`src/rtl/dot_product_seq.sv`:
```
// dot_product_seq
//   Sequencer placed directly upstream of an iterative multiplier
//   (start/done/result interface). It accepts a job of N operand pairs on
//   a valid/ready stream, issues one multiply per pair, accumulates the
//   products and presents the sum on a valid/ready output.
//
// Ports
//   clk        : clock, rising edge
//   reset      : asynchronous, active-low reset
//   job_start  : one-cycle pulse, honoured only while idle; latches cfg_len
//   cfg_len    : number of operand pairs in the job
//   busy       : high whenever the sequencer is not idle
//   in_valid   : operand pair valid
//   in_ready   : sequencer can take an operand pair
//   in_a/in_b  : operand pair
//   mul_start  : start pulse to the multiplier
//   mul_a/b    : registered operands to the multiplier
//   mul_result : multiplier product, valid while mul_done is high
//   mul_done   : multiplier done/idle level
//   out_valid  : sum available
//   out_ready  : consumer takes the sum
//   out_sum    : accumulated sum, modulo 2^WIDTH
//   out_ovf    : sticky carry-out flag for the current job
module dot_product_seq #(
  parameter int unsigned WIDTH = 32,
  parameter int unsigned LEN_W = 8
) (
  input  logic             clk,
  input  logic             reset,
  input  logic             job_start,
  input  logic [LEN_W-1:0] cfg_len,
  output logic             busy,
  input  logic             in_valid,
  output logic             in_ready,
  input  logic [WIDTH-1:0] in_a,
  input  logic [WIDTH-1:0] in_b,
  output logic             mul_start,
  output logic [WIDTH-1:0] mul_a,
  output logic [WIDTH-1:0] mul_b,
  input  logic [WIDTH-1:0] mul_result,
  input  logic             mul_done,
  output logic             out_valid,
  input  logic             out_ready,
  output logic [WIDTH-1:0] out_sum,
  output logic             out_ovf
);

  typedef enum logic [2:0] {
    S_IDLE,
    S_ACCEPT,
    S_ISSUE,
    S_WAIT_LOW,
    S_WAIT_HIGH,
    S_OUTPUT
  } state_t;

  state_t             state, state_n;
  logic [LEN_W-1:0]   remaining, remaining_n;
  logic [WIDTH-1:0]   sum, sum_n;
  logic               ovf, ovf_n;
  logic [WIDTH-1:0]   a_q, a_n;
  logic [WIDTH-1:0]   b_q, b_n;
  logic [WIDTH:0]     acc;

  // One extra bit so the carry out of the WIDTH-bit sum is visible.
  assign acc = {1'b0, sum} + {1'b0, mul_result};

  always_ff @(posedge clk or negedge reset) begin
    if (!reset) begin
      state     <= S_IDLE;
      remaining <= '0;
      sum       <= '0;
      ovf       <= 1'b0;
      a_q       <= '0;
      b_q       <= '0;
    end else begin
      state     <= state_n;
      remaining <= remaining_n;
      sum       <= sum_n;
      ovf       <= ovf_n;
      a_q       <= a_n;
      b_q       <= b_n;
    end
  end

  always_comb begin
    state_n     = state;
    remaining_n = remaining;
    sum_n       = sum;
    ovf_n       = ovf;
    a_n         = a_q;
    b_n         = b_q;
    unique case (state)
      S_IDLE: begin
        if (job_start) begin
          sum_n = '0;
          ovf_n = 1'b0;
          if (cfg_len != '0) begin
            remaining_n = cfg_len;
            state_n     = S_ACCEPT;
          end else begin
            state_n = S_OUTPUT;
          end
        end
      end
      S_ACCEPT: begin
        if (in_valid) begin
          a_n     = in_a;
          b_n     = in_b;
          state_n = S_ISSUE;
        end
      end
      S_ISSUE: begin
        if (mul_done) state_n = S_WAIT_LOW;
      end
      S_WAIT_LOW: begin
        // A done level still high from the previous multiply must not be
        // mistaken for completion; wait for the multiplier to drop it.
        if (!mul_done) state_n = S_WAIT_HIGH;
      end
      S_WAIT_HIGH: begin
        if (mul_done) begin
          sum_n       = acc[WIDTH-1:0];
          ovf_n       = ovf | acc[WIDTH];
          remaining_n = remaining - LEN_W'(1);
          state_n     = (remaining == LEN_W'(1)) ? S_OUTPUT : S_ACCEPT;
        end
      end
      S_OUTPUT: begin
        if (out_ready) state_n = S_IDLE;
      end
      default: state_n = S_IDLE;
    endcase
  end

  assign busy      = (state != S_IDLE);
  assign in_ready  = (state == S_ACCEPT);
  assign mul_start = (state == S_ISSUE) && mul_done;
  assign out_valid = (state == S_OUTPUT);
  assign mul_a     = a_q;
  assign mul_b     = b_q;
  assign out_sum   = sum;
  assign out_ovf   = ovf;

endmodule
```
`config.mk`:
```
export PLATFORM = sky130hd
export DESIGN_NAME = dot_product_seq
export DESIGN_NICKNAME = d
export VERILOG_FILES = /design/src/rtl/dot_product_seq.sv
export SDC_FILE = /design/constraint.sdc
export NUM_CORES = 1
export LEC_CHECK = 0
export ABC_CLOCK_PERIOD_IN_PS = 5000
export CAP_MARGIN = 0
export CORE_ASPECT_RATIO = 0.6
export CORE_MARGIN = 1
export CORE_UTILIZATION = 33
export DETAILED_ROUTE_END_ITERATION = 10
export PLACE_DENSITY_LB_ADDON = 0.3
export SYNTH_ARGS = -nofsm -noshare
export SYNTH_HDL_FRONTEND = slang
export SYNTH_SLANG_ARGS = --single-unit
export TNS_END_PERCENT = 30
```
`constraint.sdc`:
```
create_clock -name clk -period 5 [get_ports clk]
set_clock_uncertainty 0.2 [all_clocks]
set_input_delay 0.5 -clock clk [delete_from_list [all_inputs] [get_ports clk]]
set_output_delay 0.5 -clock clk [all_outputs]
set_load 0.02 [all_outputs]
```
# After elaboration in Yosys (flattened, before gate mapping)
# Cells that the tools add are included.
# Widths: inputs -> output; s select.
[totals] regBits=108 latchBits=0 ramBits=0 mem_bits_ro=0 inputBits=110 wordCells=50 n_memories=0
[op_classes] addsub=2 n_mul=0 div=0 magnitude_cmp=0 n_eq_ne=13 n_shift=0 mux=19 n_bitwise=1 reduce_logical=9
[ops] operator="$mux 32" count=2
[ops] operator="$pmux 32 s2" count=1
[ops] operator="$add 32x32->33" count=1
[ops] operator="$mux 3" count=8
[ops] operator="$mux 8" count=3
[ops] operator="$pmux 3 s6" count=1
[ops] operator="$pmux 8 s2" count=1
[ops] operator="$ne 2x2->1 const B" count=6
[ops] operator="$eq 8x1->1 const B" count=1
[ops] operator="$reduce_bool 8->1" count=1
[ops] operator="$sub 8x1->8 const B" count=1
[ops] operator="$eq 3x2->1 const B" count=2
[ops] operator="$eq 3x3->1 const B" count=2
[ops] operator="$reduce_and 6->1" count=1
[ops] operator="$reduce_and 4->1" count=1
[ops] operator="$eq 3x1->1 const B" count=1
[ops] operator="$logic_not 3->1" count=1
[ops] operator="$reduce_and 3->1" count=1
[ops] operator="$reduce_bool 3->1" count=1
[ops] operator="$mux 1" count=2
[ops] operator="$ne 2x1->1 const B" count=1
[ops] operator="$pmux 1 s2" count=1
[ops] operator="$reduce_and 2->1" count=1
[ops] operator="$reduce_bool 2->1" count=1
[ops] operator="2 further kinds" count=2

# Depth between registers and ports, before layout
# Gate-level depths: netlist of run 1.
[logic_depth] depth_word=4 mapped_depth=10 mapped_depth_nobuf=10

# Least setup slack after synthesis of run 1
# OpenSTA, ideal clock, no wires.
[synth_timing] path_type="register to register" startpoint="register sum[0], in the netlist out_sum[0]" endpoint="register sum[26], in the netlist out_sum[26]" setup_time_ns=0.129 arrival_ns=2.368 setup_slack_ns=2.303 stages_incl_launch_ff=11 period_less_slack_ns=2.697 cell_sequence="dfrtp_1 > ha_1 > inv_1 > fa_1 > nor2b_1 > o2111ai_1 > a211oi_2 > o21bai_4 > a2111oi_2 > or4_1 > nand3_1"
[synth_between] elab_chain_cells=3
[synth_lines] item="start: declaration" line_no="59" text="logic [WIDTH-1:0] sum, sum_n;"
[synth_lines] item="start signal: assignment" line_no="79" text="sum <= sum_n;"
[synth_lines] item="$add 32x32->33" line_no="66" text="assign acc = {1'b0, sum} + {1'b0, mul_result};"
[synth_lines] item="$mux 32" line_no="122" text="if (mul_done) begin"
[synth_lines] item="$pmux 32 s2" line_no="93" text="unique case (state)"
# No other way between the ends. The select of a mux whose other input is x is not followed.
# A chain may end at the register's enable or synchronous reset.

# Final worst setup path of run 1
[layout_timing] startpoint="input mul_result[0]" endpoint="register sum[28], in the netlist out_sum[28]"
[layout_between] elab_chain_cells=3
[layout_lines] item="start: declaration" line_no="40" text="input logic [WIDTH-1:0] mul_result,"
[layout_lines] item="$add 32x32->33" line_no="66"
[layout_lines] item="$mux 32" line_no="122"
[layout_lines] item="$pmux 32 s2" line_no="93"
# No other way between the ends. The select of a mux whose other input is x is not followed.

==> reports/qor.yml, run 1 <==
ant_nets: 0
p_leak_nw: 3.68
power_w: 0.00558
violations: "design-rule violations"
rr_startpoint: "out_sum[0]"
use_met2: 0.236
cts_hold_buf: 0
grt_use_met1: 0.309
portBuffers: 210
htree_num_levels: 3
syn-instance-count: 606
status: "complete, but fails checks"
min_period_ns: 3.10
gp_congestion: 0.945
async_flop_share: 1.00
grt_usage: 0.188
dieWidth_um: 179
nets: 949
netlist_area_um2: 6220
drive_above_1_share: 0.129
n_antenna_cell: 0
worst_setup_path_end_kind: "flip-flop"
dieHeight_um: 108
wl_per_cell_um: 17.4
synth_edf_count: 0
synth_area_per_cell_um2: 10.3
ys_seq_area_frac: 0.435
synth_seq_cells: 108
cp-start-kind: "primary input"
synthFlopType: "dfrtp_1"
worst-setup-path-type: "in2reg"
ys_types: 65
clock-root-buffer: "clkbuf_16"
r2r_end: "out_sum[28]"
start_util: 0.340
arrival_ns: 3.13
postCtsSetupBuffers: 0
drt_iter0_drc: 419
ys.warnings.count: 0
worstMarginPinSlew_ns: 1.19
hpwlAfterDp_mm: 14.1
cts_tree: "built"
grtUsageMet3: 0.0447
utilization: 0.484
postLayoutCellArea_um2: 8840
vias: 5441
drc: 24
area_growth_pct: 42.2
slew-limit-headroom: 0.200
antenna_found_initial: 0
synthesis.nets: 751
drv_cap: 0
cp_max_fo: 3
hold_viol: 0
place_area_um2: 8540
max_freq_ghz: 0.323
finalCritPeriodShare: 0.620
routed_wl_mm: 18.3
cts_buffer_depth: 2
clk_pin_slew_worst_paths_ns: 0.08
worstRegToRegCells: 10
finalSetupTns_ns: 0
grt_pass1_vias: 4962
dp.cells: 1033
slew_viol_final: 0
die-area_um2: 19400
instances_no_fill: 1049
rows: 38
rsz0062_at_grt: "false"
cts_buffers: 9
core_area_um2: 18300
io_pins: 211
clk_latency_ns: 0.34
grt_first_pass_wirelength_mm: 28.0
irDropWorstVdd_uv: 206
grt_max_degree: 65
powerDensity_nw_per_um2: 631
overflow: 0
grt_busiest_layer: "met1"
avgViaCountPerCell: 5.19
crit_required_ns: 5.03
setup_viol: 0
fillers: 1689
clock-sinks: 108
rrSetupSlack_ns: 2.11
post_cts_resized: 0
firstDrtPassIters: 8
min_path_type: "in2async"
## cell usage in the layout (no fill, tap or decap), types with 5 or more instances in the layout
cell type / n
clkbuf_16: 9
inv_1: 19
a211oi_1: 5
o21a_1: 6
a21o_1: 12
buf_4: 5
o21ai_0: 40
nand2_1: 58
a21oi_1: 45
nor3_1: 11
or3_1: 6
mux2_2: 64
nand3_1: 11
nand4_1: 10
nor4_1: 5
ha_1: 34
xor2_1: 9
xnor2_1: 7
o2111ai_1: 6
nor2_1: 33
clkdlybuf4s50_1: 209
dfrtp_1: 108
o211ai_1: 8
nand2b_1: 8
## power by group
group | internal [W] | switching [W]
Combinational | 0.00152 | 0.00173
Sequential | 0.00130 | 0.000310
Clock | 0.000367 | 0.000354
Total | 0.00318 | 0.00240
## worst max-delay path, cell delays in order
cell	delay, ns
clkdlybuf4s50_1	0.46
ha_1	0.17
inv_1	0.06
fa_1	0.42
nor2b_1	0.18
o2111ai_1	0.20
a21oi_1	0.23
o21a_1	0.21
o2111ai_1	0.20
a21bo_2	0.24
a32o_1	0.24
## per-layer routing
metal  share of wire  vias up
met5               0        -
met4          0.0082        0
met3           0.086        9
met2            0.38      205
met1            0.52     2586
li1                -     2641
## final cells by class
cell class              count  area, um^2  area share
multi-input cells         452        3330       0.377
flip-flops and latches    108        2700       0.306
repair buffers            214        2130       0.241
well taps                 240         300      0.0340
clock buffers              10         239      0.0270
inverters                  19        71.3     0.00807
clock inverters             6        62.6     0.00708
## metrics by stage
stage / setup WS [ns] / hold WS [ns]
floorplan: 2.30 / 0.00441
detailed placement: 1.53 / 0.282
finish: 1.90 / 0.0110
CTS: 1.91 / 0.0326
global placement: 1.65 / 0.277
global route: 1.75 / 0.0674
## synth_stat cells (all sizes together), types with 8 or more instances
cell | count | area (um^2)
ha | 34 | 425
clkbuf | 17 | 63.8
mux2 | 64 | 721
nand2b | 8 | 50.1
buf | 10 | 52.6
inv | 19 | 71.3
nor3 | 13 | 81.3
o21ai | 43 | 215
nand4 | 11 | 75.1
xor2 | 9 | 78.8
nand3 | 11 | 55.1
o211ai | 8 | 60.1
a21o | 12 | 90.1
nor2 | 35 | 136
a21oi | 46 | 241
nand2 | 60 | 235
dfrtp | 108 | 2700
## registers in the layout, summed over array words and instances (netlist names)
name       flops
mul_b         32
remaining      8
out_ovf        1
mul_a         32
state          3
out_sum       32
## how the worst max path moves through the flow
| stage | start | end | slack, ns | depth (start not counted) |
|---|---|---|---|---|
| 2_1_floorplan | out_sum[0] | out_sum[26] | 2.30 | 10 |
| 3_3_place_gp | mul_result[0] | out_sum[28] | 1.65 | 11 |
| 3_5_place_dp | mul_result[0] | out_sum[28] | 1.53 | 11 |
| 4_1_cts | mul_result[0] | out_sum[28] | 1.91 | 11 |
| 5_1_grt | mul_result[0] | out_sum[28] | 1.75 | 11 |
| 6_report | mul_result[0] | out_sum[28] | 1.90 | 11 |
## cell families (layout without fill, tap and decap cells)
logic type	after synthesis	after routing	share of synthesized area
flops	108	108	0.435
fa+ha+maj	35	35	0.0717
compound gates	169	169	0.187
xor+xnor	16	16	0.0225
simple gates	164	164	0.129
buf+inv	46	249	0.0302
mux	68	68	0.124
No activity file was read; power rests on OpenSTA's default activity.
==> run 2: changes to the inputs <==
--- a/config.mk
+++ b/config.mk
@@ -5,7 +5,7 @@
 export SDC_FILE = /design/constraint.sdc
 export NUM_CORES = 1
 export LEC_CHECK = 0
-export ABC_CLOCK_PERIOD_IN_PS = 5000
+export ABC_CLOCK_PERIOD_IN_PS = 2800
 export CAP_MARGIN = 0
 export CORE_ASPECT_RATIO = 0.6
 export CORE_MARGIN = 1
==> constraint.sdc (replaced) <==
create_clock -name clk -period 2.8 [get_ports clk]
set_clock_uncertainty 0.2 [all_clocks]
set_input_delay 0.28 -clock clk [delete_from_list [all_inputs] [get_ports clk]]
set_output_delay 0.28 -clock clk [all_outputs]
set_load 0.02 [all_outputs]
==> reports/qor.yml, run 2 (synthesis gave the netlist of run 1 again) <==
status: "complete, but fails checks"  # unchanged
violations: "design-rule violations"  # unchanged
final_common_cell: "clkdlybuf4s50_1"  # unchanged
powerDensity_nw_per_um2: 1120  # was 631 nW/um^2
core_area_um2: 18300  # unchanged
area_growth_pct: 54.6  # was 42.2%
cp_max_fo: 3  # unchanged
slew-limit-headroom: 0.527  # was 0.200
cts_buffers: 9  # unchanged
io_pins: 211  # unchanged
portBuffers: 210  # unchanged
firstDrtPassIters: 7  # was 8
cp-start-kind: "primary input"  # unchanged
dieWidth_um: 179  # unchanged
drv_cap: 0  # unchanged
grt_pass1_vias: 5472  # was 4962
cts_buffer_depth: 2  # unchanged
clk_pin_slew_worst_paths_ns: 0.09  # was 0.08 ns
worstMarginPinSlew_ns: 0.709  # was 1.19 ns
holdWs_ns: 0.278  # was 0.0110 ns
p_leak_nw: 4.11  # was 3.68 nW
swShare: 0.420  # was 0.430
clk_latency_ns: 0.35  # was 0.34 ns
clkPwrFrac: 0.122  # was 0.129
fillers: 1671  # was 1689
htree_num_levels: 3  # unchanged
multiInputGateArea_um2: 3410  # was 3330 um^2
dieHeight_um: 108  # unchanged
cts_tree: "built"  # unchanged
die-area_um2: 19400  # unchanged
grt_max_degree: 51  # was 65
finalSetupTns_ns: 0  # unchanged
grt_usage: 0.198  # was 0.188
clock-root-buffer: "clkbuf_16"  # unchanged
rows: 38  # unchanged
power.internal_w: 0.00623  # was 0.00318 W
vias: 5715  # was 5441
avgViaCountPerCell: 5.04  # was 5.19
routed_wl_mm: 19.3  # was 18.3 mm
rsz0062_at_grt: "true"  # was false
crit_required_ns: 2.83  # was 5.03 ns
hpwlAfterDp_mm: 14.9  # was 14.1 mm
drive_above_1_share: 0.219  # was 0.129
irDropWorstVdd_uv: 450  # was 206 uV
setup_viol: 0  # unchanged
ant_nets: 0  # unchanged
final_cell_mix: "clkdlybuf4s50_1 (209), dfrtp_1 (108), buf_4 (86)"  # was clkdlybuf4s50_1 (209), dfrtp_1 (108), mux2_2 (64)
gp_congestion: 0.884  # was 0.945
max_freq_ghz: 0.366
hold_viol: 0  # unchanged
grt_first_pass_wirelength_mm: 30.0  # was 28.0 mm
finalCritPeriodShare: 0.977
drt_iter0_drc: 362  # was 419
start_util: 0.340  # unchanged
p_seq_frac: 0.267  # was 0.288
arrival_ns: 2.76  # was 3.13 ns
worst-setup-path-type: "in2reg"  # unchanged
min_period_ns: 2.73
p_switching_w: 0.00451  # was 0.00240 W
regArea_um2: 2700  # unchanged
antenna_found_initial: 0  # unchanged
slew_viol_final: 0  # unchanged
nets: 1035  # was 949
drc: 24  # unchanged
n_antenna_cell: 0  # unchanged
worst_setup_path_end_kind: "flip-flop"  # unchanged
combPwrFrac: 0.611  # was 0.583
overflow: 0  # unchanged
wl_per_cell_um: 17.0  # was 17.4 um
clock-sinks: 108  # unchanged
min_path_type: "in2async"  # unchanged
## run 2: stage by stage
step           cells  setup slack [ns]  area (um^2)  power (W)  utilization
6_report        1135            0.0657         9610     0.0107        0.527
4_1_cts         1134            0.0401         9560     0.0107        0.523
2_1_floorplan    606             0.103         6220    0.00630            -
5_1_grt         1135           -0.0159         9610     0.0115        0.527
3_3_place_gp    1117            -0.284         9220    0.00929        0.505
3_5_place_dp    1117            -0.447         9220    0.00934        0.505
## run 2: power groups by stage
stage	logic, W	registers, W	clock network, W
floorplan	0.00269	0.00361	0
global placement	0.00642	0.00287	0
detailed placement	0.00645	0.00289	0
CTS	0.00650	0.00287	0.00137
global route	0.00707	0.00298	0.00143
finish	0.00656	0.00287	0.00131
## run 2: repair_timing
| item | in CTS | in global routing |
|---|---|---|
| pin swaps | 1 | 3 |
| setup endpoints to repair | 5 | 7 |
| hold endpoints to repair | 48 | 0 |
| hold buffers | 1 | 0 |
| setup buffers | 0 | 1 |
| resized for setup | 4 | 8 |
## run 2: worst paths after layout
path / from / end / slack, ns / depth (start not counted)
setup reg to reg: out_sum[0] / out_sum[28] / 0.08 / 10
hold / removal: reset / out_sum[29] / 0.28 / 2
min in group clk: remaining[7] / remaining[7] / 0.30 / 1
hold reg to reg: remaining[7] / remaining[7] / 0.30 / 1
setup / recovery: mul_result[0] / out_sum[28] / 0.07 / 11
max in group asynchronous: reset / state[1] / 1.35 / 3
## run 2: metal layers
layer / share of wire / global-route usage / vias up
li1: - / - / 2792
met1: 0.52 / 0.315 / 2728
met2: 0.41 / 0.271 / 185
met3: 0.069 / 0.0418 / 10
met4: 0.0058 / 0.0330 / 0
met5: 0 / 0 / -
## run 2: layout make-up
class,instances,area share
well taps,240,0.0312
inverters,19,0.00742
flip-flops and latches,108,0.281
multi-input cells,452,0.354
clock buffers,9,0.0234
repair buffers,300,0.294
clock inverters,7,0.00833
## run 2: critical path: stages
cell             delay [ns]
clkdlybuf4s50_1        0.46
ha_2                   0.18
inv_1                  0.05
fa_2                   0.38
nor2b_4                0.17
o2111ai_4              0.17
a21oi_2                0.21
o21a_1                 0.22
o2111ai_1              0.17
a21bo_2                0.22
a32o_1                 0.24
==> run 3: changes to the inputs <==
--- a/config.mk
+++ b/config.mk
@@ -5,6 +5,7 @@
 export SDC_FILE = /design/constraint.sdc
 export NUM_CORES = 1
 export LEC_CHECK = 0
+export ABC_AREA = 1
 export ABC_CLOCK_PERIOD_IN_PS = 2800
 export CAP_MARGIN = 0
 export CORE_ASPECT_RATIO = 0.6
==> reports/qor.yml, run 3 <==
crit_top_cell: "nand2_1"
slew-limit-headroom: 0.542  # was 0.527
area_growth_pct: 40.4  # was 54.6%
synthTopCellsByCount: "nand2_1 (311), inv_1 (141), dfrtp_1 (108)"  # was dfrtp_1 (108), mux2_2 (64), nand2_1 (58)
utilization: 0.475  # was 0.527
critical_path_buf_inv_count: 0  # was 2
drv_cap: 0  # unchanged
yosysMostFrequentCell: "nand2_1"  # was dfrtp_1
portBuffers: 210  # unchanged
finalSetupTns_ns: 0  # unchanged
netlist_area_um2: 6790  # was 6220 um^2
ant_nets: 0  # unchanged
cts_tree: "built"  # unchanged
arrival_ns: 2.50  # was 2.76 ns
ys_types: 33  # was 65
drc: 0  # was 24
synth_seq_cells: 108  # unchanged
yosysTopAreaCell: "dfrtp_1"  # unchanged
wl_per_cell_um: 14.2  # was 17.0 um
min_path_type: "in2async"  # unchanged
max_freq_ghz: 0.410  # was 0.366 GHz
cts_buffer_depth: 2  # unchanged
overflow: 0  # unchanged
htree_num_levels: 3  # unchanged
post_cts_resized: 0  # was 4
dp.cells: 1377  # was 1117
async_flop_share: 1.00  # unchanged
synthFlopType: "dfrtp_1"  # unchanged
postCtsSetupBuffers: 0  # unchanged
clk_latency_ns: 0.37  # was 0.35 ns
hpwlAfterDp_mm: 15.8  # was 14.9 mm
drt_iter0_drc: 452  # was 362
synth_edf_count: 0  # unchanged
power.internal_w: 0.00508  # was 0.00623 W
swShare: 0.432  # was 0.420
worstMarginPinSlew_ns: 0.687  # was 0.709 ns
dieHeight_um: 113  # was 108 um
cts_buffers: 9  # unchanged
io_pins: 211  # unchanged
clock-root-buffer: "clkbuf_16"  # unchanged
min_period_ns: 2.44  # was 2.73 ns
slowest_delay_ns: 0.41  # was 0.46 ns
final_cell_mix: "nand2_1 (311), clkdlybuf4s50_1 (209), inv_1 (141)"  # was clkdlybuf4s50_1 (209), dfrtp_1 (108), buf_4 (86)
cp_top_family: "simple AND/OR/NAND/NOR gates"  # was compound AO/OA/AOI/OAI gates
clock-sinks: 108  # unchanged
antenna_found_initial: 0  # unchanged
hold_viol: 0  # unchanged
p_switching_w: 0.00386  # was 0.00451 W
rsz0062_at_grt: "false"  # was true
synth_area_per_cell_um2: 7.56  # was 10.3 um^2
grt_pass1_vias: 5908  # was 5472
ys_seq_area_frac: 0.398  # was 0.435
dieWidth_um: 187  # was 179 um
setup_viol: 0  # unchanged
cp-start-kind: "flip-flop"  # was primary input
worst_setup_path_end_kind: "flip-flop"  # unchanged
vias: 6488  # was 5715
core_area_um2: 20100  # was 18300 um^2
finalCritPeriodShare: 0.871  # was 0.977
start_util: 0.338  # was 0.340
status: "finished clean"  # was complete, but fails checks
die-area_um2: 21200  # was 19400 um^2
grt_max_degree: 51  # unchanged
final_common_cell: "nand2_1"  # was clkdlybuf4s50_1
p_leak_nw: 4.82  # was 4.11 nW
crit_required_ns: 2.86  # was 2.83 ns
avgViaCountPerCell: 4.65  # was 5.04
yosys-top-cells-area: "dfrtp_1 (40%), nand2_1 (17%), mux2_1 (9.9%), inv_1 (7.8%), ha_1 (6.3%)"  # was dfrtp_1 (43%), mux2_2 (12%), ha_1 (6.8%), a21oi_1 (3.6%), nand2_1 (3.5%)
firstDrtPassIters: 5  # was 7
syn-instance-count: 898  # was 606
grt_usage: 0.191  # was 0.198
drive_above_1_share: 0.0401  # was 0.219
combPwrFrac: 0.553  # was 0.611
postLayoutCellArea_um2: 9540  # was 9610 um^2
grt_first_pass_wirelength_mm: 31.9  # was 30.0 mm
powerDensity_nw_per_um2: 937  # was 1120 nW/um^2
synthesis.nets: 1043  # was 751
rows: 40  # was 38
slew_viol_final: 0  # unchanged
instances_no_fill: 1394  # was 1135
synth_top_area_frac: 0.398  # was 0.435
cp_max_fo: 5  # was 3
path_cells: "ha_1 > nand2_1 > nor2_1 > nand3_1 > nand2_1 > nand2_1 > nand2_1 > nand2_1 > nand2_1 > nand2_1 > nand3_1 > nand2_1"  # was clkdlybuf4s50_1 > ha_2 > inv_1 > fa_2 > nor2b_4 > o2111ai_4 > a21oi_2 > o21a_1 > o2111ai_1 > a21bo_2 > a32o_1
p_seq_frac: 0.299  # was 0.267
gp_congestion: 0.950  # was 0.884
clk_pin_slew_worst_paths_ns: 0.08  # was 0.09 ns
ys.warnings.count: 0  # unchanged
place_area_um2: 9230  # was 9220 um^2
nets: 1261  # was 1035
n_antenna_cell: 0  # unchanged
routed_wl_mm: 19.8  # was 19.3 mm
worst-setup-path-type: "reg2reg"  # was in2reg
slowest_stage: "dfrtp_1"  # was clkdlybuf4s50_1
irDropWorstVdd_uv: 448  # was 450 uV
clkPwrFrac: 0.148  # was 0.122
-- run 3: what timing repair did --
item                                   4_1_cts  5_1_grt
endpoints found under the hold margin       47        0
setup endpoints to repair                    0        0
hold buffers                                 1        0
-- run 3: cell type report --
class / count / area [um^2]
clock buffers: 10 / 239
clock inverters: 6 / 62.6
fillers: 1979 / 10500
inverters: 148 / 556
multi-input cells: 629 / 3430
flip-flops and latches: 108 / 2700
well taps: 273 / 342
repair buffers: 220 / 2200
-- run 3: path summary, 6_finish.rpt --
path / from / endpoint / slack [ns] / cells past startpoint
max in group asynchronous: reset / mul_a[20] / 1.38 / 3
worst min-delay path: reset / mul_a[10] / 0.29 / 2
worst max-delay path: out_sum[5] / out_sum[31] / 0.36 / 12
worst min register to register: mul_b[24] / mul_b[24] / 0.29 / 1
worst max register to register: out_sum[5] / out_sum[31] / 0.36 / 12
min in group clk: mul_b[24] / mul_b[24] / 0.29 / 1
-- run 3: cell families (layout without fill, tap and decap cells) --
group,after synthesis,count (layout),synth area share
AO/OA/AOI/OAI,87,87,0.0700
AND/OR/NAND/NOR,441,441,0.261
buffers and inverters,161,384,0.0967
XOR/XNOR,2,2,0.00258
adder cells (fa/ha/maj),35,35,0.0656
flip-flops,108,108,0.398
multiplexers,64,64,0.106
-- run 3: per-layer routing --
layer / track usage / wire length (um)
met1: 0.297 / 10300
met2: 0.253 / 7560
met3: 0.0605 / 1760
met4: 0.0344 / 162
met5: 0 / 0
-- run 3: power groups by stage --
stage          Clock (W)  Sequential, W  Combinational, W
2_1_floorplan          0        0.00341           0.00208
3_3_place_gp           0        0.00268           0.00490
3_5_place_dp           0        0.00270           0.00492
4_1_cts          0.00137        0.00268           0.00494
5_1_grt          0.00143        0.00277           0.00538
6_report         0.00132        0.00268           0.00494
-- run 3: per-stage QoR --
stage	hold WS [ns]	power, W	setup slack, ns
after floorplan	-0.216	0.00549	0.661
after global placement	0.171	0.00758	0.156
after detailed placement	0.164	0.00762	0.122
after CTS	0.282	0.00899	0.403
after global routing	0.277	0.00958	0.264
final	0.291	0.00894	0.361
